**src/rtl/result_sched_if.sv**
```systemverilog
`default_nettype none
// ============================================================================
// Module      : result_sched_if
// Description : Sample input, converter handshake and result bundle for
//               result_sched. The slave view belongs to the scheduler, the
//               master view to whatever drives and observes it.
// Revision    : 1.0 - initial release
// ============================================================================
interface result_sched_if;
  // sample input side
  logic        enable;
  logic        clr;
  logic        speeden;
  logic [15:0] speedX;
  logic [15:0] speedY;
  // rectangular-to-polar converter handshake
  logic        cordic_start;
  logic [15:0] cordic_x;
  logic [15:0] cordic_y;
  logic        cordic_busy;
  logic [15:0] cordic_mod;
  logic [15:0] cordic_angle;
  // results and status
  logic [15:0] mod;
  logic [15:0] angle;
  logic        valid;
  logic [15:0] overrun_cnt;
  logic        timeout;
  logic [4:0]  fifo_level;

  modport slave (
    input  enable, clr, speeden, speedX, speedY,
    input  cordic_busy, cordic_mod, cordic_angle,
    output cordic_start, cordic_x, cordic_y,
    output mod, angle, valid, overrun_cnt, timeout, fifo_level
  );

  modport master (
    output enable, clr, speeden, speedX, speedY,
    output cordic_busy, cordic_mod, cordic_angle,
    input  cordic_start, cordic_x, cordic_y,
    input  mod, angle, valid, overrun_cnt, timeout, fifo_level
  );
endinterface
`default_nettype wire

```
**src/rtl/result_sched.sv**
```systemverilog
`default_nettype none
// ============================================================================
// Module      : result_sched
// Description : Queues speed samples and feeds them one at a time to a
//               rectangular-to-polar converter, supervising its ack and run
//               time and publishing the modulus/angle of each finished job.
// Revision    : 1.0 - initial release
// ============================================================================
module result_sched #(
  parameter int FIFO_DEPTH  = 4,
  parameter int ACK_WAIT    = 8,
  parameter int RUN_TIMEOUT = 255
) (
  input  wire logic     clock,
  input  wire logic     reset_n,
  result_sched_if.slave bus
);

  localparam int c_AW      = $clog2(FIFO_DEPTH);
  localparam int c_PW      = c_AW + 1;
  localparam int c_CNT_MAX = (RUN_TIMEOUT > ACK_WAIT) ? RUN_TIMEOUT : ACK_WAIT;
  localparam int c_CNT_W   = $clog2(c_CNT_MAX + 1);
  localparam logic [c_CNT_W-1:0] c_ACK_LAST = c_CNT_W'(ACK_WAIT - 1);
  localparam logic [c_CNT_W-1:0] c_RUN_LAST = c_CNT_W'(RUN_TIMEOUT - 1);

  typedef enum logic [2:0] {
    IDLE     = 3'd0,
    ISSUE    = 3'd1,
    WAIT_ACK = 3'd2,
    RUN      = 3'd3,
    CAPTURE  = 3'd4
  } state_t;

  state_t               r_state;
  logic [c_CNT_W-1:0]   r_cnt;
  logic                 r_start;
  logic [15:0]          r_x;
  logic [15:0]          r_y;
  logic [15:0]          r_mod;
  logic [15:0]          r_angle;
  logic                 r_valid;
  logic                 r_timeout;
  logic [15:0]          r_ovr;

  logic [31:0]          r_mem [FIFO_DEPTH];
  logic [c_PW-1:0]      r_wr_ptr;
  logic [c_PW-1:0]      r_rd_ptr;

  logic                 w_empty;
  logic                 w_full;
  logic                 w_push_req;
  logic                 w_pop;
  logic                 w_push;
  logic                 w_drop;
  logic [c_PW-1:0]      w_diff;
  logic [31:0]          w_head;

  // The extra pointer bit tells a full queue (MSBs differ) from an empty one.
  assign w_empty    = (r_wr_ptr == r_rd_ptr);
  assign w_full     = (r_wr_ptr[c_AW] != r_rd_ptr[c_AW]) &&
                      (r_wr_ptr[c_AW-1:0] == r_rd_ptr[c_AW-1:0]);
  assign w_diff     = r_wr_ptr - r_rd_ptr;
  assign w_head     = r_mem[r_rd_ptr[c_AW-1:0]];

  // The sequencer only takes a sample while idle; a pop in the same cycle
  // frees a slot, so a push into a full queue is then still accepted.
  assign w_pop      = (r_state == IDLE) && !w_empty;
  assign w_push_req = bus.speeden & bus.enable;
  assign w_push     = w_push_req & (~w_full | w_pop);
  assign w_drop     = w_push_req & w_full & ~w_pop;

  // Sample storage; contents are don't-care until written, so no reset.
  always_ff @(posedge clock) begin
    if (w_push) begin
      r_mem[r_wr_ptr[c_AW-1:0]] <= {bus.speedX, bus.speedY};
    end
  end

  // Queue pointers and the saturating dropped-sample counter.
  always_ff @(posedge clock or negedge reset_n) begin
    if (!reset_n) begin
      r_wr_ptr <= '0;
      r_rd_ptr <= '0;
      r_ovr    <= '0;
    end else begin
      if (w_push) begin
        r_wr_ptr <= r_wr_ptr + c_PW'(1);
      end
      if (w_pop) begin
        r_rd_ptr <= r_rd_ptr + c_PW'(1);
      end
      if (bus.clr) begin
        r_ovr <= '0;
      end else if (w_drop && (r_ovr != 16'hFFFF)) begin
        r_ovr <= r_ovr + 16'd1;
      end
    end
  end

  // Job sequencer: launch the head sample, wait for ack, supervise the run,
  // then capture the result; a missing ack or an endless run sets timeout.
  always_ff @(posedge clock or negedge reset_n) begin
    if (!reset_n) begin
      r_state   <= IDLE;
      r_cnt     <= '0;
      r_start   <= 1'b0;
      r_x       <= '0;
      r_y       <= '0;
      r_mod     <= '0;
      r_angle   <= '0;
      r_valid   <= 1'b0;
      r_timeout <= 1'b0;
    end else begin
      r_start <= 1'b0;
      r_valid <= 1'b0;
      case (r_state)
        IDLE: begin
          if (!w_empty) begin
            r_x     <= w_head[31:16];
            r_y     <= w_head[15:0];
            r_start <= 1'b1;
            r_state <= ISSUE;
          end
        end
        ISSUE: begin
          r_cnt   <= '0;
          r_state <= WAIT_ACK;
        end
        WAIT_ACK: begin
          if (bus.cordic_busy) begin
            r_cnt   <= '0;
            r_state <= RUN;
          end else if (r_cnt == c_ACK_LAST) begin
            r_timeout <= 1'b1;
            r_state   <= IDLE;
          end else begin
            r_cnt <= r_cnt + c_CNT_W'(1);
          end
        end
        RUN: begin
          if (!bus.cordic_busy) begin
            r_state <= CAPTURE;
          end else if (r_cnt == c_RUN_LAST) begin
            r_timeout <= 1'b1;
            r_state   <= IDLE;
          end else begin
            r_cnt <= r_cnt + c_CNT_W'(1);
          end
        end
        CAPTURE: begin
          r_mod   <= bus.cordic_mod;
          r_angle <= bus.cordic_angle;
          r_valid <= 1'b1;
          r_state <= IDLE;
        end
        default: begin
          r_state <= IDLE;
        end
      endcase
      // clear wins over a timeout raised in the same cycle
      if (bus.clr) begin
        r_timeout <= 1'b0;
      end
    end
  end

  assign bus.cordic_start = r_start;
  assign bus.cordic_x     = r_x;
  assign bus.cordic_y     = r_y;
  assign bus.mod          = r_mod;
  assign bus.angle        = r_angle;
  assign bus.valid        = r_valid;
  assign bus.overrun_cnt  = r_ovr;
  assign bus.timeout      = r_timeout;
  assign bus.fifo_level   = 5'(w_diff);

endmodule
`default_nettype wire

```
**src/flat_wrapper.sv**
```systemverilog
// flat-port wrapper written by rule: the top's interface ports become plain ports
module result_sched_flat 
#(
  parameter int FIFO_DEPTH  = 4,
  parameter int ACK_WAIT    = 8,
  parameter int RUN_TIMEOUT = 255
)
  (clock, reset_n, bus_enable, bus_clr, bus_speeden, bus_speedX, bus_speedY, bus_cordic_busy, bus_cordic_mod, bus_cordic_angle, bus_cordic_start, bus_cordic_x, bus_cordic_y, bus_mod, bus_angle, bus_valid, bus_overrun_cnt, bus_timeout, bus_fifo_level);
  result_sched_if bus_i ();
  input  wire logic clock;
  input  wire logic reset_n;
  input wire logic [$bits(bus_i.enable)-1:0] bus_enable;
  input wire logic [$bits(bus_i.clr)-1:0] bus_clr;
  input wire logic [$bits(bus_i.speeden)-1:0] bus_speeden;
  input wire logic [$bits(bus_i.speedX)-1:0] bus_speedX;
  input wire logic [$bits(bus_i.speedY)-1:0] bus_speedY;
  input wire logic [$bits(bus_i.cordic_busy)-1:0] bus_cordic_busy;
  input wire logic [$bits(bus_i.cordic_mod)-1:0] bus_cordic_mod;
  input wire logic [$bits(bus_i.cordic_angle)-1:0] bus_cordic_angle;
  output wire logic [$bits(bus_i.cordic_start)-1:0] bus_cordic_start;
  output wire logic [$bits(bus_i.cordic_x)-1:0] bus_cordic_x;
  output wire logic [$bits(bus_i.cordic_y)-1:0] bus_cordic_y;
  output wire logic [$bits(bus_i.mod)-1:0] bus_mod;
  output wire logic [$bits(bus_i.angle)-1:0] bus_angle;
  output wire logic [$bits(bus_i.valid)-1:0] bus_valid;
  output wire logic [$bits(bus_i.overrun_cnt)-1:0] bus_overrun_cnt;
  output wire logic [$bits(bus_i.timeout)-1:0] bus_timeout;
  output wire logic [$bits(bus_i.fifo_level)-1:0] bus_fifo_level;
  assign bus_i.enable = bus_enable;
  assign bus_i.clr = bus_clr;
  assign bus_i.speeden = bus_speeden;
  assign bus_i.speedX = bus_speedX;
  assign bus_i.speedY = bus_speedY;
  assign bus_i.cordic_busy = bus_cordic_busy;
  assign bus_i.cordic_mod = bus_cordic_mod;
  assign bus_i.cordic_angle = bus_cordic_angle;
  assign bus_cordic_start = bus_i.cordic_start;
  assign bus_cordic_x = bus_i.cordic_x;
  assign bus_cordic_y = bus_i.cordic_y;
  assign bus_mod = bus_i.mod;
  assign bus_angle = bus_i.angle;
  assign bus_valid = bus_i.valid;
  assign bus_overrun_cnt = bus_i.overrun_cnt;
  assign bus_timeout = bus_i.timeout;
  assign bus_fifo_level = bus_i.fifo_level;
  result_sched #(.FIFO_DEPTH(FIFO_DEPTH), .ACK_WAIT(ACK_WAIT), .RUN_TIMEOUT(RUN_TIMEOUT)) u_core (.clock(clock), .reset_n(reset_n), .bus(bus_i));
endmodule
```
**config.mk**
```make
export PLATFORM = sky130hd
export DESIGN_NAME = result_sched_flat
export DESIGN_NICKNAME = d
export VERILOG_FILES = /design/src/rtl/result_sched_if.sv /design/src/rtl/result_sched.sv /design/src/flat_wrapper.sv
export SDC_FILE = /design/constraint.sdc
export NUM_CORES = 1
export LEC_CHECK = 0
export BUFFER_PORTS_ARGS = -buffer_cell sky130_fd_sc_hd__clkbuf_2
export CAP_MARGIN = 40
export CORE_UTILIZATION = 55
export DETAILED_ROUTE_END_ITERATION = 8
export HOLD_SLACK_MARGIN = 0.03
export PLACE_DENSITY = 0.79
export SETUP_SLACK_MARGIN = 0.1
export SLEW_MARGIN = 20
export SYNTH_ARGS = -nofsm -noshare
export SYNTH_HDL_FRONTEND = slang
export SYNTH_SLANG_ARGS = --single-unit
```
**constraint.sdc**
```tcl
create_clock -name clock -period 6.61 [get_ports clock]
set_input_delay 0.661 -clock clock [delete_from_list [all_inputs] [get_ports clock]]
set_output_delay 0.661 -clock clock [all_outputs]
set_load 0.01 [all_outputs]
```
==> results of run 1 <==
sequential cells by signal, indices dropped and copies added, names as in the netlist:
register                 count
u_core.r_wr_ptr              3
u_core.bus.overrun_cnt      16
u_core.r_state               3
u_core.bus.timeout           1
u_core.r_cnt                 8
u_core.bus.valid             1
u_core.r_mem               128
u_core.bus.angle            16
u_core.bus.cordic_y         16
u_core.bus.cordic_x         16
u_core.bus.cordic_start      1
u_core.bus.mod              16
u_core.r_rd_ptr              3
Yosys cell counts, types with 6 or more instances:
library cell | instances | share of area, %
edfxtp_1 | 128 | 42
dfrtp_1 | 100 | 28
mux2_2 | 53 | 6.6
mux4_2 | 32 | 7.9
nor2_1 | 19 | 0.79
nand2_1 | 15 | 0.62
a21oi_1 | 13 | 0.72
inv_1 | 11 | 0.45
ha_1 | 10 | 1.4
mux2_4 | 10 | 1.7
xnor2_1 | 10 | 0.96
o21ai_0 | 9 | 0.50
buf_2 | 7 | 0.39
clkbuf_1 | 7 | 0.29
nand3_1 | 7 | 0.39
xor2_1 | 7 | 0.68
and2_1 | 6 | 0.41
o31ai_1 | 6 | 0.50
power breakdown:
part	switching [mW]	internal, mW	leakage, nW
clock network	0.549	0.747	0.388
logic	0.744	0.756	1.61
registers	0.195	1.84	2.41
worst max-delay path by stage:
stage	start	endpoint	slack [ns]	cells past startpoint
floorplan	u_core.r_rd_ptr[1]$_DFFE_PN0P_	u_core.r_mem[3][0]$_DFFE_PP_	3.55	8
global placement	u_core.r_rd_ptr[1]$_DFFE_PN0P_	u_core.r_mem[3][30]$_DFFE_PP_	3.46	6
detailed placement	u_core.r_rd_ptr[1]$_DFFE_PN0P_	u_core.r_mem[1][30]$_DFFE_PP_	3.41	6
CTS	u_core.r_rd_ptr[1]$_DFFE_PN0P_	u_core.r_mem[2][23]$_DFFE_PP_	3.34	6
global route	u_core.r_rd_ptr[1]$_DFFE_PN0P_	u_core.r_mem[3][23]$_DFFE_PP_	3.75	7
finish	u_core.r_wr_ptr[0]$_DFFE_PN0N_	bus_fifo_level[2]	3.92	5
cells by family after synthesis:
kind of cell,synth area share (%)
compound gates,3.23
xor+xnor,1.64
fa+ha+maj,1.60
buf+inv,1.92
flops,69.9
mux,16.4
other cells,0.0413
simple gates,5.27
layer usage:
layer	global-route usage [%]	routed length (µm)	up-vias
li1	-	-	2305
met1	29.5	7350	2639
met2	37.6	9500	199
met3	3.95	1120	35
met4	5.34	350	0
met5	0	0	-
metrics by stage:
step / area (µm²) / cells / total power, mW / hold WS (ns)
6_report: 11000 / 917 / 4.84 / 0.0456
3_3_place_gp: 10000 / 867 / 3.45 / 0.467
5_1_grt: 11000 / 917 / 5.08 / 0.0580
2_1_floorplan: 9080 / 514 / 3.04 / 0.365
3_5_place_dp: 10100 / 869 / 3.54 / 0.481
4_1_cts: 10900 / 913 / 4.85 / 0.0360
layout make-up:
type | instances | area [µm²]
Tap cell | 216 | 270
Sequential cell | 228 | 6350
Multi-Input combinational cell | 252 | 2570
Fill cell | 1096 | 5030
Timing Repair Buffer | 165 | 951
Inverter | 12 | 45.0
Clock buffer | 29 | 649
Clock inverter | 15 | 133
==> flow_summary.toml, run 1 <==
[synthesis]
synth_top_flop_cell = "edfxtp_1"
synth_warnings = 0
synthDistinctLibCells = 52
syn_avg_cell_area_um2 = 17.7
netlist_instances = 513
ys_ff_latch = 228
synth_area_um2 = 9080
seq_area_frac_synth_pct = 69.9
async_reset_ff_share_pct = 43.9
synth_edf_count = 128

[pwr]
leakage_nw = 4.42
ir_worst_vdd_uv = 256
power_density_nw_per_um2 = 441

[global_routing]
grt_max_degree = 44
grt_pass1_vias = 5171
antenna_found_initial = 0
grt-ovfl-total = 0
grt_pass1_wl_mm = 28.1
grt_use_total_pct = 22.0

[clock_tree]
clkTransAtPathRegs_ns = 0.06
cts_resized = 0
cts_buffer_depth = 3
postCtsHoldBufs = 0
cts_buffers = 24
clock_sinks = 228
post-cts-setup-buffers = 0
cts-htree-levels = 1
cts_root_buf = "clkbuf_16"
clk_latency_ns = 0.52
cts_tree = "yes"

[timing]
fin_skew_ns = 0.0136
setup_viol = 0
rsz0062_at_grt = "false"
tightest_slew_ns = 0.651
maxSlewHeadroom_pct = 56.3
maxSlewViolCount = 0
layout_min_cycle_time_ns = 2.69
fin_setup_tns_ns = 0
finalCritPeriodShare_pct = 40.7
fmax_mhz = 372
layout_setup_ws_ns = 3.92
finalHoldViolations = 0

[placement]
gp_congestion = 0.841
port_buffers = 155
preCtsSetupSlack_ns = 3.41
dp_hpwl_mm = 11.5

[cells_and_area]
utilization_pct = 68.6
diodes = 0
area_delta_synth_final_pct = 20.8
drive_gt1_share_pct = 45.2
mostFrequentLayoutCells = "clkbuf_2, edfxtp_1, dfrtp_1"
final_common_cell = "clkbuf_2"
nNetsFinal = 764

[floorplan]
die-area_um2 = 17000
fp.coreArea_um2 = 16000
die_y_um = 130
ioPinCount = 158
die_x_um = 130
start_util_pct = 56.7
rows = 46

[worst_setup_path]
critPathCaptureType = "primary output"
r2r_end = "u_core.r_mem[3][19]$_DFFE_PP_"
critPathTopFamily = "adder cells"
path_cells = "inv_1 > ha_1 > fa_1 > xnor2_1 > clkbuf_2"
required_ns = 5.95
reg2reg_slack_ns = 3.93
reg2reg_depth = 7
cp_max_fo = 4
crit_type = "reg2out"
slowest_delay_ns = 0.40
critPathLaunchType = "flop"
reg2reg_from = "u_core.r_rd_ptr[1]$_DFFE_PN0P_"
crit_slowest_cell = "fa_1"
crit_buf_inv = 2
arrival_ns = 2.03

[detailed_routing]
avgViaCountPerCell = 5.65
antenna_left = 0
firstDrtPassIters = 5
drc = 0
wirelength_mm = 18.3
drtIter0Drc = 403
wl_per_cell_um = 20.0
via_count = 5178

[run]
maxCapViolCount = 0

[min_path]
hp-class = "in2async"

[run_status]
status = "completed"
No activity file was read; power rests on OpenSTA's default activity.
==> inputs of run 2 (changes only) <==
--- a/config.mk
+++ b/config.mk
@@ -7,10 +7,10 @@
 export LEC_CHECK = 0
 export BUFFER_PORTS_ARGS = -buffer_cell sky130_fd_sc_hd__clkbuf_2
 export CAP_MARGIN = 40
-export CORE_UTILIZATION = 55
+export CORE_UTILIZATION = 50
 export DETAILED_ROUTE_END_ITERATION = 8
 export HOLD_SLACK_MARGIN = 0.03
-export PLACE_DENSITY = 0.79
+export PLACE_DENSITY = 0.75
 export SETUP_SLACK_MARGIN = 0.1
 export SLEW_MARGIN = 20
 export SYNTH_ARGS = -nofsm -noshare
==> constraint.sdc (replaced) <==
create_clock -name clock -period 2.2 [get_ports clock]
set_input_delay 0.22 -clock clock [delete_from_list [all_inputs] [get_ports clock]]
set_output_delay 0.22 -clock clock [all_outputs]
set_load 0.01 [all_outputs]
==> run 2 against run 1 <==
  * Global-route usage shrank 0.58 points
  * First-iteration DRC count shrank 31%
  * Sequential share of layout area shrank 5.5 points
  * Worst setup slack lost 3.8 ns
  * Largest power group unchanged
  * Hold slack gained 0.053 ns
  * Power grew to 3.2 times the previous value
  * Utilization grew 0.59 points
  * Die area grew 9.8%
  * Register-to-register slack lost 3.8 ns
  * Critical path type is now reg2reg
==> flow_summary.toml, run 2 (synthesis gave the netlist of run 1 again) <==
[worst_setup_path]
r2r_end = "u_core.bus.overrun_cnt[11]$_DFFE_PN0P_"
slowest_delay_ns = 0.38
crit_buf_inv = 3
arrival_ns = 2.52
cp_max_fo = 5
crit_path_frequent_cell = "buf_6"
path_cells = "buf_6 > inv_6 > ha_4 > o311ai_4 > nor3_4 > o2111ai_4 > buf_6 > or3_1 > a21oi_2"
required_ns = 2.62
cp.depth = 9
critPathCaptureType = "flop"
reg2reg_from = "u_core.r_rd_ptr[1]$_DFFE_PN0P_"
critPathTopFamily = "simple AND/OR/NAND/NOR gates"
reg2reg_depth = 9
crit_type = "reg2reg"
crit_slowest_cell = "dfrtp_2"
reg2reg_slack_ns = 0.10
critPathLaunchType = "flop"

[detailed_routing]
firstDrtPassIters = 4
avgViaCountPerCell = 5.45
antenna_left = 0
drtIter0Drc = 277
drc = 0
wirelength_mm = 19.4
wl_per_cell_um = 19.1
via_count = 5533

[cells_and_area]
drive_gt1_share_pct = 46.0
mostFrequentLayoutCells = "clkbuf_2, edfxtp_1, dfrtp_1"
largest_reg_flops = 128
nNetsFinal = 855
final_common_cell = "clkbuf_2"
area_delta_synth_final_pct = 33.6
diodes = 0

[timing]
tightest_slew_ns = 0.707
setup_viol = 0
fin_skew_ns = 0.0144
fin_setup_tns_ns = 0
finalCritPeriodShare_pct = 95.3
maxSlewViolCount = 0
layout_min_cycle_time_ns = 2.10
finalHoldViolations = 0
fmax_mhz = 477
rsz0062_at_grt = "true"
maxSlewHeadroom_pct = 52.9

[global_routing]
grt_pass1_wl_mm = 30.0
antenna_found_initial = 0
grt_max_degree = 55
grt-ovfl-total = 0
grt_use_total_pct = 21.4
grt_pass1_vias = 5784

[clock_tree]
cts_buffer_depth = 3
clk_latency_ns = 0.51
cts_tree = "yes"
cts-htree-levels = 1
cts_root_buf = "clkbuf_16"
clkTransAtPathRegs_ns = 0.06
cts_buffers = 23
clock_sinks = 228

[floorplan]
start_util_pct = 51.8
die_x_um = 137
fp.coreArea_um2 = 17500
rows = 48
ioPinCount = 158
die-area_um2 = 18700
die_y_um = 137

[placement]
dp_hpwl_mm = 12.4
port_buffers = 155
gp_congestion = 0.845

[pwr]
leakage_nw = 4.91
power_density_nw_per_um2 = 1280
total_power_mw = 15.6
ir_worst_vdd_uv = 818

[min_path]
hold_end = "u_core.r_state[0]$_DFFE_PN0P_"
hold_start = "bus_cordic_busy"
hp-class = "in2reg"
hold_depth = 3

[run_status]
status = "completed"

[run]
maxCapViolCount = 0
[run 2: changes by cell type in the layout (fill, tap and decap cells not counted), moves of 4 or more]
cell           previous run  this run
a21oi_2                   0         4
a21oi_1                  13         9
dlygate4sd3_1             0        65
buf_6                     0         4
mux2_2                   53        49
buf_4                     5        21
mux2_4                   10        14
and2_4                    0         5
buf_12                    3        13
and2_2                    4         0
[run 2: metal layers]
layer  track usage (%)  part of all wire (%)  vias to the layer above
li1                  -                     -                     2508
met1              25.3                    39                     2780
met2              38.9                    52                      208
met3              4.41                   6.2                       37
met4              6.54                   2.6                        0
met5                 0                     0                        -
[run 2: report_power, final]
group	switching [mW]	total [mW]	internal (mW)
logic	2.52	5.35	2.83
clock network	1.60	4.17	2.57
registers	0.506	6.05	5.54
[run 2: repair_timing]
item                                    CTS  global route
hold buffers                             65             0
pin swaps                                 2            10
resized for setup                         9            19
endpoints found under the hold margin   196             0
setup buffers                             5             4
endpoints found under the setup margin    5            85
[run 2: per-stage QoR]
stage | std cells | utilization (%) | hold WS, ns | area (µm²) | setup slack (ns)
global route | 1016 | 69.1 | 0.130 | 12100 | 0.0292
CTS | 1012 | 68.6 | 0.0768 | 12000 | 0.102
floorplan | 514 | - | -0.0756 | 9210 | -0.0167
finish | 1016 | 69.1 | 0.0982 | 12100 | 0.104
detailed placement | 900 | 59.8 | 0.255 | 10500 | 0.00726
global placement | 900 | 59.8 | 0.251 | 10500 | 0.0701
[run 2: cell type report]
cell class | instances | area [µm²]
multi-input cells | 252 | 2730
inverters | 12 | 50.0
clock buffers | 30 | 653
flip-flops and latches | 228 | 6350
clock inverters | 12 | 170
fillers | 1176 | 5410
well taps | 225 | 282
repair buffers | 257 | 1890
[run 2: worst max path at each step]
| stage | slack, ns | endpoint | startpoint |
|---|---|---|---|
| global route | 0.03 | u_core.bus.overrun_cnt[7]$_DFFE_PN0P_ | u_core.r_rd_ptr[1]$_DFFE_PN0P_ |
| detailed placement | 0.007 | u_core.r_cnt[5]$_DFFE_PN0P_ | u_core.r_cnt[0]$_DFFE_PN0P_ |
| finish | 0.10 | u_core.bus.overrun_cnt[11]$_DFFE_PN0P_ | u_core.r_rd_ptr[1]$_DFFE_PN0P_ |
| global placement | 0.07 | u_core.r_cnt[5]$_DFFE_PN0P_ | u_core.r_cnt[0]$_DFFE_PN0P_ |
| CTS | 0.10 | bus_fifo_level[1] | u_core.r_rd_ptr[0]$_DFFE_PN0P_ |
| floorplan | -0.02 | u_core.bus.cordic_x[10]$_DFFE_PN0P_ | u_core.r_rd_ptr[1]$_DFFE_PN0P_ |
[run 2: worst register-to-register path, stage by stage (launching register included)]
cell and delay [ns]:
dfrtp_2 0.38, buf_6 0.11, inv_6 0.03, ha_4 0.27, o311ai_4 0.11, nor3_4 0.28, o2111ai_4 0.19, buf_6 0.16
or3_1 0.33, a21oi_2 0.15
